===== config.mk =====
export PLATFORM = sky130hd
export DESIGN_NAME = serial_w_tx
export DESIGN_NICKNAME = d
export VERILOG_FILES = /design/src/rtl/serial_w_tx.sv
export SDC_FILE = /design/constraint.sdc
export NUM_CORES = 1
export LEC_CHECK = 0
export CAP_MARGIN = 20
export CELL_PAD_IN_SITES_DETAIL_PLACEMENT = 0
export CELL_PAD_IN_SITES_GLOBAL_PLACEMENT = 1
export CORE_UTILIZATION = 45
export CTS_BUF_LIST = sky130_fd_sc_hd__clkbuf_8
export DETAILED_ROUTE_END_ITERATION = 8
export DONT_BUFFER_PORTS = 1
export PLACE_DENSITY = 0.77
export RECOVER_POWER = 100
export SYNTH_ARGS = -nofsm -noshare
export SYNTH_HDL_FRONTEND = slang
export SYNTH_SLANG_ARGS = --single-unit

===== constraint.sdc =====
create_clock -name Clock -period 1.34 [get_ports Clock]
set_input_delay 0.402 -clock Clock [delete_from_list [all_inputs] [get_ports Clock]]
set_output_delay 0.402 -clock Clock [all_outputs]
set_load 0.02 [all_outputs]

===== src/rtl/serial_w_tx.sv =====
// Serial w/z drive side: shifts a parallel word out on w, one bit per Clock,
// and counts the registered z=1 responses that come back one cycle behind each bit.
//
// state     | meaning
// ----------+-----------------------------------------------------------
// S_IDLE    | Ready=1, waiting for Load; ZCount holds the last result
// S_SHIFT   | WIDTH cycles, bit k of the word on w with WValid=1
// S_COLLECT | one cycle, w idle, z for the last bit is sampled
// S_DONE    | one cycle, Done=1, Ready=1; Load here starts the next word
module serial_w_tx #(
    parameter int WIDTH      = 8,
    parameter bit MSB_FIRST  = 1'b1,
    parameter bit IDLE_LEVEL = 1'b0
) (
    input  logic                         Clock,
    input  logic                         Resetn,
    input  logic [WIDTH-1:0]             Data,
    input  logic                         Load,
    output logic                         Ready,
    output logic                         w,
    output logic                         WValid,
    input  logic                         z_in,
    output logic                         Done,
    output logic [$clog2(WIDTH+1)-1:0]   ZCount
);

    localparam int CW = $clog2(WIDTH + 1);
    localparam int BW = $clog2(WIDTH);
    localparam logic [BW-1:0] LAST_BIT = BW'(WIDTH - 1);

    typedef enum logic [1:0] {
        S_IDLE    = 2'd0,
        S_SHIFT   = 2'd1,
        S_COLLECT = 2'd2,
        S_DONE    = 2'd3
    } state_t;

    state_t           state, state_nxt;
    logic [WIDTH-1:0] shreg, shreg_nxt;
    logic [BW-1:0]    bitcnt, bitcnt_nxt;
    logic             ready_nxt, w_nxt, wvalid_nxt, done_nxt;
    logic [CW-1:0]    zcount_nxt;
    logic             zval;
    logic             accept;

    // Next-state, next-output and shift/count logic; every output is registered below.
    always_comb begin
        state_nxt  = state;
        shreg_nxt  = shreg;
        bitcnt_nxt = bitcnt;
        w_nxt      = IDLE_LEVEL;
        wvalid_nxt = 1'b0;
        done_nxt   = 1'b0;
        ready_nxt  = 1'b0;
        accept     = 1'b0;
        zcount_nxt = ZCount;
        // ZVal marks the cycle in which z_in reflects the previous bit on w.
        if (zval && z_in) begin
            zcount_nxt = ZCount + 1'b1;
        end

        case (state)
            S_IDLE, S_DONE: begin
                if (Load) begin
                    accept = 1'b1;
                end else begin
                    state_nxt = S_IDLE;
                end
            end
            S_SHIFT: begin
                if (bitcnt == LAST_BIT) begin
                    state_nxt = S_COLLECT;
                end else begin
                    bitcnt_nxt = bitcnt + 1'b1;
                    wvalid_nxt = 1'b1;
                    w_nxt      = MSB_FIRST ? shreg[WIDTH-1] : shreg[0];
                    shreg_nxt  = MSB_FIRST ? {shreg[WIDTH-2:0], 1'b0}
                                           : {1'b0, shreg[WIDTH-1:1]};
                end
            end
            S_COLLECT: begin
                state_nxt = S_DONE;
                done_nxt  = 1'b1;
            end
            default: begin
                state_nxt = S_IDLE;
            end
        endcase

        // The first bit goes onto w on the accept edge itself, so the shift
        // register keeps only the bits still to be sent.
        if (accept) begin
            state_nxt  = S_SHIFT;
            bitcnt_nxt = '0;
            wvalid_nxt = 1'b1;
            w_nxt      = MSB_FIRST ? Data[WIDTH-1] : Data[0];
            shreg_nxt  = MSB_FIRST ? {Data[WIDTH-2:0], 1'b0}
                                   : {1'b0, Data[WIDTH-1:1]};
            zcount_nxt = '0;
        end

        ready_nxt = (state_nxt == S_IDLE) || (state_nxt == S_DONE);
    end

    // State and output registers; reset abandons any word in flight.
    always_ff @(posedge Clock or negedge Resetn) begin
        if (!Resetn) begin
            state  <= S_IDLE;
            shreg  <= '0;
            bitcnt <= '0;
            Ready  <= 1'b1;
            w      <= IDLE_LEVEL;
            WValid <= 1'b0;
            Done   <= 1'b0;
            ZCount <= '0;
            zval   <= 1'b0;
        end else begin
            state  <= state_nxt;
            shreg  <= shreg_nxt;
            bitcnt <= bitcnt_nxt;
            Ready  <= ready_nxt;
            w      <= w_nxt;
            WValid <= wvalid_nxt;
            Done   <= done_nxt;
            ZCount <= zcount_nxt;
            zval   <= WValid;
        end
    end

endmodule


# Yosys cells after proc, flatten, opt, wreduce, memory -nomap -nowiden
# Cells that the tools add are included.
# op_classes
n_addsub	2
multipliers	0
n_div	0
magnitude_cmp	0
n_eq_ne	6
shifts	0
mux	21
bitwise	0
n_reduce_logical	8
# op_table
operator	count
two-way mux 8 bit	3
two-way mux 1 bit	9
two-way mux 3 bit	3
two-way mux 4 bit	2
equality test 2 bit (second input constant)	3
two-way mux 2 bit	3
case mux 2 bit (3 select lines)	1
adder 4 x 1 -> 4 bit (second input constant)	1
logical NOT 2 bit	2
nonzero test 2 bit	2
adder 3 x 1 -> 3 bit (second input constant)	1
equality test 3 bit (second input constant)	1
equality test 2 x 1 -> 1 bit (second input constant)	1
inequality test 2 bit (second input constant)	1
AND reduction 2 bit	1
OR reduction 2 bit	1
logical AND 1 bit	1
logical OR 1 bit	1
# word_totals
register_bits	22
latch_bits	0
ram_bits	0
rom_bits	0
in_bits	12
out_inout_bits	8
memories	0

# Longest topological paths before layout
# Gate-level depths: netlist of the first run.
# depth
word_depth	6
ltp_mapped	6
mapped_depth_nobuf	5

# Worst setup path after synthesis of the first run
# No wires, ideal clock.
# synth_path
path_type	register -> register
from	register bitcnt[0]
to	register shreg[2]
setup_time_ns	0.123
arrival_ns	1.299
required_ns	1.217
path_slack_ns	-0.082
stages_incl_launch_ff	7
path_buffers	1
synth_period_minus_slack_ns	1.422
path_cell_list	dfrtp_1 > ha_1 > ha_1 > nor2b_2 > buf_6 > mux2i_1 > o21ai_1
# synth_via
elab_chain_len	3
# synth_rtl
item	line	rtl
start, declared	40	logic [BW-1:0] bitcnt, bitcnt_nxt;
start signal, assigned	120	bitcnt <= bitcnt_nxt;
equality test 3 bit	71	if (bitcnt == LAST_BIT) begin
inequality test 2 bit (no source line)	-	
AND reduction 2 bit (no source line)	-	
end signal, assigned	119	shreg <= shreg_nxt;
end, declared	39	logic [WIDTH-1:0] shreg, shreg_nxt;
# No other way between the ends.
# A chain may end at the register's enable or synchronous reset.

# Final worst setup path of the first run
# layout_path
from	register bitcnt[1]
to	register shreg[2]
# Same word-level chain as after synthesis.

==> impl_summary.log, run 1 <==
INFO  metric status = finished, violations left
INFO  metric failing_checks = negative setup slack
INFO  metric clock-root-buffer = clkbuf_8
INFO  metric global_route_wire_length_before_repair = 2.68 mm
INFO  metric detailroute.via_count = 676
INFO  metric postSynthNetCount = 106
INFO  metric tritoncts_num_sinks = 21
INFO  metric final_common_cell = dfrtp_1
INFO  metric syn-cell-area = slightly below 1000 sq um
INFO  metric cts_tree = done
INFO  metric fill_cells = 186
INFO  metric worst-r2r-cell-count = 6
INFO  metric timing.critical_path.arrival = 1540 ps
INFO  metric crit_path_cell_trace = ha_2 > ha_4 > nor2b_4 > buf_12 > mux2i_1 > o21ai_1
INFO  metric overflow = 0
INFO  metric share_seq_of_total_power = 48.8%
INFO  metric cts-buffers-inserted = 3
INFO  metric max_cap_violations = 0
INFO  metric critPathKind = reg -> reg
INFO  metric routed_wirelength = 1.62 mm
INFO  metric detail_route.drc_violations = 0
INFO  metric floorplan.die.height = 48.6 um
INFO  metric post_synth_edffs = 0
INFO  metric dr.first_iter.drc_count = 5
INFO  metric antenna_violating_nets_post_route = 0
INFO  metric startpoint_type = flop
INFO  metric biggest_fanout_along_the_worst_timing_path = 11
INFO  metric final_cell_area = roughly 1200 sq um
INFO  metric die_w = 48.6 um
INFO  metric worstHoldPathCells = 1
INFO  metric switchingPower = approximately 0.53 mW
INFO  metric timing.final.hold_violations = 0
INFO  metric seq_area_frac_synth = 54.0%
INFO  metric yosys.cell_types.count = 30
INFO  metric highest_layer = met4
INFO  metric power.clock.fraction = 22.4%
INFO  metric cts_htree_levels = 1
INFO  metric final-setup-viol-count = 11
INFO  metric final_setup_margin = -55.4 ps
INFO  metric skew = 3.49 ps
INFO  metric grt_max_degree = 22
INFO  metric number_of_antenna_repair_diodes = 0
INFO  metric yosysWarnings = 0
INFO  metric power_density = 1490 nW/um^2
INFO  metric routed-wl-met2 = 794 um
INFO  metric floorplan.io_pins = 20
INFO  metric crit_path_max_incr_delay = 390 ps
INFO  metric yosys_most_used_dff = dfrtp_1
INFO  metric internal_power = between 1 and 1.5 mW
INFO  metric detailed_place_hpwl = 1.09 mm
INFO  metric rows = 16
INFO  metric drt-met1-wl = around 700 um
INFO  metric start_util = ~50%
INFO  metric ir_worst_vdd = 0.792 mV
INFO  metric area_of_placed_instances = 1110 sq um
INFO  metric r2r_end = shreg[2]$_DFFE_PN0P_
INFO  metric min_period = 1400 ps
INFO  metric coreArea = between 2000 and 2500 sq um
INFO  metric io_buffer_count = 0
INFO  metric critical_path_required = around 1500 ps
INFO  metric synth.avg_cell_area = 11.0 sq um
INFO  metric async_flop_share = 100%
INFO  metric drt_via_density = approximately 5.0
INFO  metric routability_driven_placement_congestion_ratio = about 0.8
INFO  metric critPathCaptureType = flop
INFO  metric grt_antenna_before_repair = 0
INFO  metric grt_pass1_vias = 621
INFO  metric timing.final.max_slew_violations = 0
INFO  metric sequential_cell_area = approximately 530 sq um
INFO  metric cpMaxStageDelayCell = dfrtp_1
INFO  metric tightestPinTransition = 1090 ps
INFO  metric area.growth.synth_to_final = 23.5%
INFO  metric worst_slew_margin_rel = 27.1%
INFO  metric area_used_by_multi_input_combinational_logic = 438 sq um
INFO  metric worstReg2RegStart = bitcnt[1]$_DFFE_PN0P_
INFO  metric hold_slack = 212 ps
INFO  metric fmaxAchievable = 0.717 GHz
INFO  metric finalNetCount = 126
INFO  metric clock_insertion_delay_worst_skew = 260 ps
INFO  metric share_of_post_route_cells_with_drive_strength_above_1 = 28.7%
INFO  metric avgRoutedWirePerCell = 12.0 um
INFO  metric switching_share = 29.7%
INFO  metric track_usage = 15.3%
INFO  metric leakagePower = 0.560 nW
INFO  metric final_cell_mix = dfrtp_1 (20), buf_4 (13), mux2i_1 (8), nand2_1 (8), o21ai_1 (7)
INFO  metric endpoint = shreg[2]$_DFFE_PN0P_
INFO  metric startpoint_of_the_most_critical_setup_path = bitcnt[1]$_DFFE_PN0P_
INFO  metric final.period_utilization = 104%
INFO  metric grt_setup_unrepaired = true
INFO  metric p_comb_share = 28.8%
INFO  metric detail_route_met3_wl = 97 um
INFO  metric netlist_instances = between 80 and 90
INFO  metric clock_path_buffers = 2
INFO  metric dieArea = 2360 sq um
INFO  metric postSynthRegisterBits = 21
INFO  metric clkTransAtPathRegs = approximately 80 ps
INFO  metric drt_first_pass_iters = 4
INFO  metric min-delay-path-class = in -> reg
INFO  metric regToRegSetupSlack = -60 ps
[per-stage QoR]
stage / worst slack [ps] / utilization (%) / setup TNS [ps] / total power [mW] / std cells
after detailed placement: -88.4 / 55.3 / -658 / 1.33 / 125
after global routing: -148 / 60.2 / -1320 / 1.91 / 135
after CTS: -70.1 / 59.3 / -1270 / 1.76 / 132
after global placement: -71.6 / 55.3 / -560 / 1.32 / 125
after floorplan: -10.8 / - / -65.0 / 1.18 / 89
final: -55.4 / 60.2 / -417 / 1.79 / 135
[sequential cells by signal, indices dropped and copies added (netlist names)]
signal,cells
w,1
WValid,1
shreg,7
state,2
Done,1
zval,1
ZCount,4
Ready,1
bitcnt,3
[synth_stat cells (2+ instances only)]
master	count	share of area, %
dfrtp_1	20	51
nand2_1	8	3.1
buf_2	2	1.0
xor2_1	2	1.8
o21ai_1	7	3.6
nor2_1	5	1.9
mux2i_1	8	8.2
a21oi_1	3	1.5
nand2b_1	2	1.3
o21ai_0	2	1.0
inv_1	5	1.9
nand3_1	3	1.5
ha_1	5	6.4
[worst min path at each step]
stage | start | endpoint | slack, ps
after global routing | Load | Ready$_DFF_PN1_ | 210
after CTS | Load | Ready$_DFF_PN1_ | 210
after detailed placement | Resetn | ZCount[2]$_DFFE_PN0P_ | 110
final | Load | Ready$_DFF_PN1_ | 210
after global placement | Resetn | ZCount[2]$_DFFE_PN0P_ | 110
after floorplan | Resetn | Done$_DFF_PN0_ | 110
[cell type report]
| cell class | count | share of cell area (%) |
|---|---|---|
| multi-input combinational | 60 | 36.3 |
| clock buffer | 3 | 3.43 |
| inverter | 5 | 1.56 |
| timing repair buffer | 18 | 11.8 |
| sequential | 21 | 43.7 |
| clock inverter | 1 | 0.312 |
| tap | 27 | 2.80 |
[repair_timing]
item	CTS	global route
endpoints found under the hold margin	21	0
pin swaps	2	4
resized for setup	3	3
hold buffers	1	0
endpoints found under the setup margin	13	35
buffers inserted	2	3
[routing by layer]
layer	vias to the layer above	track usage, %
met5	-	0
met4	0	7.35
met3	4	4.72
met2	19	25.4
met1	313	18.1
li1	340	-
[logic make-up (layout without fill, tap and decap cells)]
kind of cell | count (synthesis) | count (layout) | share of synthesized area, %
and+or+nand+nor | 27 | 27 | 14.4
muxes | 8 | 8 | 8.21
AOI/OAI and AO/OA | 17 | 17 | 10.3
xor gates and xnor gates | 3 | 3 | 2.69
DFF | 21 | 21 | 54.0
adders and majority gates | 5 | 5 | 6.41
buffers and inverters | 8 | 27 | 4.10
[power groups by stage]
stage | combinational [mW] | clock, mW | sequential, mW
3_5_place_dp | 0.440 | 0 | 0.888
4_1_cts | 0.475 | 0.408 | 0.876
2_1_floorplan | 0.282 | 0 | 0.902
3_3_place_gp | 0.437 | 0 | 0.884
5_1_grt | 0.588 | 0.429 | 0.893
6_report | 0.517 | 0.401 | 0.875
[critical path, delay by kind of cell, from the launching register on]
family	cells	cell delay, ps
AOI/OAI and AO/OA	1	70
buffers and inverters	1	140
adders and majority gates	2	370
DFF	1	390
and+or+nand+nor	1	130
muxes	1	190
(Power assumes the default switching activity.)
==> run 2, diff against run 1 <==
--- a/config.mk
+++ b/config.mk
@@ -17,3 +17,4 @@
 export SYNTH_ARGS = -nofsm -noshare
 export SYNTH_HDL_FRONTEND = slang
 export SYNTH_SLANG_ARGS = --single-unit
+export TNS_END_PERCENT = 50
==> run 2 against run 1 <==
Effect of this change: the run still ends with negative setup slack left; critical endpoint is now state[0]$_DFF_PN0_; worst hold slack improved by 9.6 ps; final area increased by 2.1%; die area unchanged; total power increased by 0.92%; sequential share of layout area decreased by 0.79 points; non-clock buffer count unchanged; count of clock-buffer cells in the layout unchanged; clock power increased by 2%; maximum frequency decreased by 0.42%; global-route usage increased by 0.87 points; first-iteration DRC count increased by 100%.
==> impl_summary.log, run 2 (synthesis gave the netlist of run 1 again) <==
INFO  metric grt_setup_unrepaired = true (unchanged)
INFO  metric cts_htree_levels = 1 (unchanged)
INFO  metric min-delay-path-class = in -> reg (unchanged)
INFO  metric area.growth.synth_to_final = 26.0% (was 23.5%)
INFO  metric startpoint_type = flop (unchanged)
INFO  metric share_of_post_route_cells_with_drive_strength_above_1 = 32.4% (was 28.7%)
INFO  metric fill_cells = 166 (was 186)
INFO  metric largest_register_ffs = 7 (unchanged)
INFO  metric number_of_antenna_repair_diodes = 0 (unchanged)
INFO  metric floorplan.die.height = 48.6 um (unchanged)
INFO  metric avgRoutedWirePerCell = 12.9 um (was 12.0 um)
INFO  metric status = finished, violations left (unchanged)
INFO  metric critPathCaptureType = flop (unchanged)
INFO  metric biggest_fanout_along_the_worst_timing_path = 3 (was 11)
INFO  metric timing.final.max_slew_violations = 0 (unchanged)
INFO  metric max_cap_violations = 0 (unchanged)
INFO  metric cts-buffers-inserted = 3 (unchanged)
INFO  metric global_route_wire_length_before_repair = 2.83 mm (was 2.68 mm)
INFO  metric leakagePower = 0.557 nW (was 0.560 nW)
INFO  metric rows = 16 (unchanged)
INFO  metric clock_insertion_delay_worst_skew = 260 ps (about the same)
INFO  metric track_usage = 16.2% (was 15.3%)
INFO  metric detailroute.via_count = 680 (was 676)
INFO  metric cts_tree = done (unchanged)
INFO  metric die_w = 48.6 um (unchanged)
INFO  metric clock_path_buffers = 2 (unchanged)
INFO  metric max_flop_register = shreg (unchanged)
INFO  metric grt_max_degree = 22 (unchanged)
INFO  metric tritoncts_num_sinks = 21 (unchanged)
INFO  metric final_common_cell = dfrtp_1 (unchanged)
INFO  metric power_density = 1470 nW/um^2 (was 1490 nW/um^2)
INFO  metric grt_antenna_before_repair = 0 (unchanged)
INFO  metric finalNetCount = 126 (unchanged)
INFO  metric floorplan.io_pins = 20 (unchanged)
INFO  metric final_cell_mix = dfrtp_1 (19), buf_4 (11), mux2i_1 (8), nand2_1 (8), o21ai_1 (7) (was dfrtp_1 (20), buf_4 (13), mux2i_1 (8), nand2_1 (8), o21ai_1 (7))
INFO  metric ir_worst_vdd = 0.982 mV (was 0.792 mV)
INFO  metric dieArea = 2360 sq um (unchanged)
INFO  metric failing_checks = negative setup slack (unchanged)
INFO  metric skew = 3.08 ps (was 3.49 ps)
INFO  metric fmaxAchievable = 0.714 GHz (was 0.717 GHz)
INFO  metric timing.final.hold_violations = 0 (unchanged)
INFO  metric drt_via_density = 5.04 (was 5.01)
INFO  metric start_util = 48.8% (unchanged)
INFO  metric detail_route.drc_violations = 0 (unchanged)
INFO  metric min_period = 1400 ps (about the same)
INFO  metric tightestPinTransition = 498 ps (was 1090 ps)
INFO  metric overflow = 0 (unchanged)
INFO  metric final-setup-viol-count = 11 (unchanged)
INFO  metric critical_path_required = 1540 ps (was 1490 ps)
INFO  metric grt_pass1_vias = 675 (was 621)
INFO  metric routed_wirelength = 1.74 mm (was 1.62 mm)
INFO  metric drt_first_pass_iters = 4 (unchanged)
INFO  metric io_buffer_count = 0 (unchanged)
INFO  metric placed_cells_incl_taps = 125 (unchanged)
INFO  metric antenna_violating_nets_post_route = 0 (unchanged)
INFO  metric clkTransAtPathRegs = 70 ps (was 80 ps)
INFO  metric coreArea = 2000 sq um (unchanged)
INFO  metric reg.largest.list = shreg (7), ZCount (4), bitcnt (3) (unchanged)
INFO  metric timing.critical_path.arrival = 1600 ps (was 1540 ps)
INFO  metric share_of_the_core_filled_with_cells_in_the_final_layout = 61.4% (was 60.2%)
INFO  metric dr.first_iter.drc_count = 10 (was 5)
INFO  metric final_cell_count_no_fill = 135 (unchanged)
INFO  metric final_setup_margin = -61.2 ps (was -55.4 ps)
INFO  metric final.period_utilization = 105% (was 104%)
INFO  metric detailed_place_hpwl = 1.10 mm (was 1.09 mm)
INFO  metric routability_driven_placement_congestion_ratio = 0.799 (was 0.796)
INFO  metric critPathKind = reg -> reg (unchanged)
INFO  metric worst_slew_margin_rel = 66.8% (was 27.1%)
INFO  metric clock-root-buffer = clkbuf_8 (unchanged)
run 2: cell count changes in the layout (fill, tap and decap cells not counted):
cell / before / now
dfrtp_2: 0 / 1
inv_2: 0 / 2
clkbuf_2: 2 / 3
dlygate4sd3_1: 0 / 1
inv_1: 6 / 3
ha_4: 1 / 3
buf_4: 13 / 11
dfrtp_1: 20 / 19
ha_1: 2 / 1
clkinv_2: 0 / 1
ha_2: 2 / 1
run 2: what timing repair did:
item | CTS | global route
buffers inserted | 1 | 3
hold buffers | 1 | 0
resized for setup | 3 | 8
endpoints found under the hold margin | 21 | 0
setup endpoints to repair | 13 | 17
pin swaps | 2 | 4
run 2: final timing paths:
| check | from | endpoint | slack (ps) | cells past startpoint |
|---|---|---|---|---|
| worst max register to register | bitcnt[1]$_DFFE_PN0P_ | state[0]$_DFF_PN0_ | -60 | 6 |
| worst min register to register | shreg[7]$_DFFE_PN0P_ | w$_DFF_PN0_ | 500 | 1 |
| worst max-delay path | bitcnt[1]$_DFFE_PN0P_ | state[0]$_DFF_PN0_ | -60 | 6 |
| min in group asynchronous | Resetn | ZCount[2]$_DFFE_PN0P_ | 360 | 1 |
| max in group asynchronous | Resetn | state[0]$_DFF_PN0_ | 280 | 2 |
| worst min-delay path | Load | Ready$_DFF_PN1_ | 220 | 1 |
run 2: worst max-delay path, stage by stage, from the launching register on:
cell	delay, ps
dfrtp_1	390
ha_2	200
ha_4	160
buf_4	130
nand3b_1	160
a21oi_2	170
or2_2	130
run 2: area by class of cell:
type	instances	area, sq um	area share, %
flip-flops and latches	21	528	42.9
multi-input cells	60	460	37.4
repair buffers	18	143	11.6
clock buffers	3	41.3	3.36
well taps	27	33.8	2.75
inverters	5	18.8	1.53
clock inverters	1	5.00	0.407
run 2: layer usage:
layer  global-route usage (%)  vias to the layer above  wire, um
met4                     10.3                        0        41
met5                        0                        -         0
met1                     18.1                      316       772
li1                         -                      342         -
met2                     28.2                       17       856
met3                     3.14                        5        72
run 2: through the flow:
step / area (sq um) / setup slack (ps) / TNS [ps] / total power [mW] / hold slack (ps)
2_1_floorplan: 991 / -10.8 / -65.0 / 1.18 / 106
3_3_place_gp: 1110 / -66.7 / -499 / 1.32 / 107
4_1_cts: 1180 / -59.3 / -1140 / 1.79 / 221
3_5_place_dp: 1110 / -85.3 / -773 / 1.33 / 107
6_report: 1230 / -61.2 / -441 / 1.81 / 222
5_1_grt: 1230 / -126 / -1200 / 1.94 / 221
run 2: report_power, final:
group,internal (mW),leakage [nW],switching (mW)
clock,0.207,0.0255,0.202
sequential,0.771,0.266,0.106
combinational,0.286,0.266,0.237
total,1.26,0.557,0.546
==> run 3, diff against run 2 <==
--- a/config.mk
+++ b/config.mk
@@ -12,6 +12,7 @@
 export CTS_BUF_LIST = sky130_fd_sc_hd__clkbuf_8
 export DETAILED_ROUTE_END_ITERATION = 8
 export DONT_BUFFER_PORTS = 1
+export HOLD_SLACK_MARGIN = 0.05
 export PLACE_DENSITY = 0.77
 export RECOVER_POWER = 100
 export SYNTH_ARGS = -nofsm -noshare
==> constraint.sdc (replaced) <==
create_clock -name Clock -period 1.2 [get_ports Clock]
set_input_delay 0.36 -clock Clock [delete_from_list [all_inputs] [get_ports Clock]]
set_output_delay 0.36 -clock Clock [all_outputs]
set_load 0.02 [all_outputs]
==> run 3 against run 2 <==
Effect of this change: the flow still finishes with violations (negative setup slack); cell count shrank 0.74%; count of clock-buffer cells in the layout unchanged; global-route usage increased by 1.3 points; sequential power is 12% higher; setup slack got worse by 120 ps; via count rose by 0.44%; critical path depth is the same; flip-flop and latch count unchanged; core utilization fell by 0.062 points; worst hold slack got worse by 37 ps; clock skew shrank 0.71 ps.
==> impl_summary.log, run 3 (synthesis gave the netlist of run 1 again) <==
INFO  metric min_period = 1380 ps (was 1400 ps)
INFO  metric switching_share = 30.2% (about the same)
INFO  metric skew = 2.37 ps (was 3.08 ps)
INFO  metric share_of_post_route_cells_with_drive_strength_above_1 = 30.8% (was 32.4%)
INFO  metric tightestPinTransition = 1110 ps (was 498 ps)
INFO  metric clock-root-buffer = clkbuf_8 (unchanged)
INFO  metric routability_driven_placement_congestion_ratio = 0.776 (was 0.799)
INFO  metric max_flop_register = shreg (unchanged)
INFO  metric cts-buffers-inserted = 3 (unchanged)
INFO  metric reg.largest.list = shreg (7), ZCount (4), bitcnt (3) (unchanged)
INFO  metric worst_slew_margin_rel = 26.0% (was 66.8%)
INFO  metric final_common_cell = dfrtp_1 (unchanged)
INFO  metric final_cell_mix = dfrtp_1 (19), buf_4 (11), mux2i_1 (8), nand2_1 (8), o21ai_1 (7) (unchanged)
INFO  metric power_density = 1630 nW/um^2 (was 1470 nW/um^2)
INFO  metric start_util = 48.8% (unchanged)
INFO  metric startpoint_of_the_most_critical_setup_path = bitcnt[1]$_DFFE_PN0P_ (unchanged)
INFO  metric floorplan.io_pins = 20 (unchanged)
INFO  metric grt_pass1_vias = 702 (was 675)
INFO  metric timing.final.max_slew_violations = 0 (unchanged)
INFO  metric cts_tree = done (unchanged)
INFO  metric clock_insertion_delay_worst_skew = 260 ps (about the same)
INFO  metric share_seq_of_total_power = 49.3% (was 48.5%)
INFO  metric max_cap_violations = 0 (unchanged)
INFO  metric coreArea = 2000 sq um (unchanged)
INFO  metric final_setup_margin = -181 ps (was -61.2 ps)
INFO  metric ir_worst_vdd = 0.998 mV (was 0.982 mV)
INFO  metric p_comb_share = 28.2% (was 28.9%)
INFO  metric min-delay-path-class = in -> reg (unchanged)
INFO  metric grt_setup_unrepaired = true (unchanged)
INFO  metric drt_via_density = 5.10 (was 5.04)
INFO  metric io_buffer_count = 0 (unchanged)
INFO  metric dieArea = 2360 sq um (unchanged)
INFO  metric timing.critical_path.arrival = 1530 ps (was 1600 ps)
INFO  metric timing.final.hold_violations = 0 (unchanged)
INFO  metric floorplan.die.height = 48.6 um (unchanged)
INFO  metric critical_path_required = 1350 ps (was 1540 ps)
INFO  metric clock_path_buffers = 2 (unchanged)
INFO  metric regToRegSetupSlack = -180 ps (was -60 ps)
INFO  metric internal_power = 1.39 mW (was 1.26 mW)
INFO  metric avgRoutedWirePerCell = 13.1 um (was 12.9 um)
INFO  metric routed_wirelength = 1.75 mm (was 1.74 mm)
INFO  metric final.setup.tns = -2170 ps (was -441 ps)
INFO  metric detail_route.drc_violations = 0 (unchanged)
INFO  metric tritoncts_num_sinks = 21 (unchanged)
INFO  metric startpoint_type = flop (unchanged)
INFO  metric cts_htree_levels = 1 (unchanged)
INFO  metric endpoint = bitcnt[1]$_DFFE_PN0P_ (was state[0]$_DFF_PN0_)
INFO  metric largest_register_ffs = 7 (unchanged)
INFO  metric worstReg2RegStart = bitcnt[1]$_DFFE_PN0P_ (unchanged)
INFO  metric finalNetCount = 125 (was 126)
INFO  metric overflow = 0 (unchanged)
INFO  metric track_usage = 17.5% (was 16.2%)
INFO  metric final.period_utilization = 115% (was 105%)
INFO  metric critPathCaptureType = flop (unchanged)
INFO  metric rows = 16 (unchanged)
INFO  metric critPathKind = reg -> reg (unchanged)
INFO  metric grt_max_degree = 22 (unchanged)
INFO  metric biggest_fanout_along_the_worst_timing_path = 11 (was 3)
INFO  metric failing_checks = negative setup slack (unchanged)
INFO  metric detailed_place_hpwl = 1.15 mm (was 1.10 mm)
INFO  metric status = finished, violations left (unchanged)
INFO  metric clkTransAtPathRegs = 70 ps (about the same)
INFO  metric fmaxAchievable = 0.724 GHz (was 0.714 GHz)
INFO  metric drt_first_pass_iters = 3 (was 4)
INFO  metric detailroute.via_count = 683 (was 680)
INFO  metric final-setup-viol-count = 14 (was 11)
INFO  metric grt_antenna_before_repair = 0 (unchanged)
INFO  metric power.clock.fraction = 22.4% (was 22.6%)
INFO  metric switchingPower = 0.603 mW (was 0.546 mW)
INFO  metric global_route_wire_length_before_repair = 3.11 mm (was 2.83 mm)
INFO  metric area.growth.synth_to_final = 25.9% (was 26.0%)
INFO  metric antenna_violating_nets_post_route = 0 (unchanged)
INFO  metric share_of_the_core_filled_with_cells_in_the_final_layout = 61.4% (about the same)
INFO  metric dr.first_iter.drc_count = 1 (was 10)
INFO  metric die_w = 48.6 um (unchanged)
INFO  metric r2r_end = bitcnt[1]$_DFFE_PN0P_ (was state[0]$_DFF_PN0_)
INFO  metric leakagePower = 0.555 nW (was 0.557 nW)
INFO  metric worst-r2r-cell-count = 6 (unchanged)
INFO  metric number_of_antenna_repair_diodes = 0 (unchanged)
==> run 3: per-stage QoR <==
stage / hold slack [ps] / instance area (sq um) / instances / power [mW] / setup WS, ps
6_report: 185 / 1230 / 134 / 2.00 / -181
5_1_grt: 179 / 1230 / 134 / 2.15 / -271
4_1_cts: 183 / 1230 / 134 / 2.02 / -199
3_5_place_dp: 64.9 / 1120 / 126 / 1.51 / -178
3_3_place_gp: 64.9 / 1120 / 126 / 1.49 / -177
2_1_floorplan: 64.4 / 998 / 89 / 1.33 / -136
==> run 3: layout make-up <==
class	instances	area, sq um
Inverter	5	18.8
Clock buffer	3	41.3
Sequential cell	21	528
Timing Repair Buffer	16	140
Fill cell	181	773
Tap cell	27	33.8
Clock inverter	1	5.00
Multi-Input combinational cell	61	462
==> run 3: timing repair <==
item	CTS	global route
setup buffers	2	0
resized for setup	6	4
pin swaps	0	3
hold buffers	1	0
gates cloned	1	0
hold endpoints to repair	21	0
endpoints found under the setup margin	19	42
==> run 3: layer usage <==
| metal | global-route usage, % | wire [um] | up-vias |
|---|---|---|---|
| li1 | - | - | 344 |
| met1 | 20.8 | 819 | 314 |
| met2 | 28.9 | 814 | 19 |
| met3 | 3.46 | 64 | 6 |
| met4 | 11.3 | 55 | 0 |
| met5 | 0 | 0 | - |
==> run 3: worst max-delay path: stages (launching register included) <==
cell and delay, ps:
dfrtp_1 380, ha_2 190, ha_4 170, nor2b_4 120
buf_12 140, mux2i_1 210, nor2_1 50
==> run 3: power by group through the flow <==
stage / Sequential, mW / Combinational (mW) / Clock (mW)
2_1_floorplan: 1.01 / 0.320 / 0
3_3_place_gp: 0.990 / 0.501 / 0
3_5_place_dp: 0.993 / 0.513 / 0
4_1_cts: 0.983 / 0.564 / 0.468
5_1_grt: 1.00 / 0.641 / 0.501
6_report: 0.986 / 0.564 / 0.449
==> run 3: worst min-delay path by stage <==
stage,startpoint,endpoint,slack (ps),cells after the start
final,Load,Ready$_DFF_PN1_,180,1
after global routing,Load,Ready$_DFF_PN1_,180,1
after CTS,Load,Ready$_DFF_PN1_,180,1
after detailed placement,Resetn,ZCount[2]$_DFFE_PN0P_,60,0
after global placement,Resetn,ZCount[3]$_DFFE_PN0P_,60,0
after floorplan,Resetn,Done$_DFF_PN0_,60,0
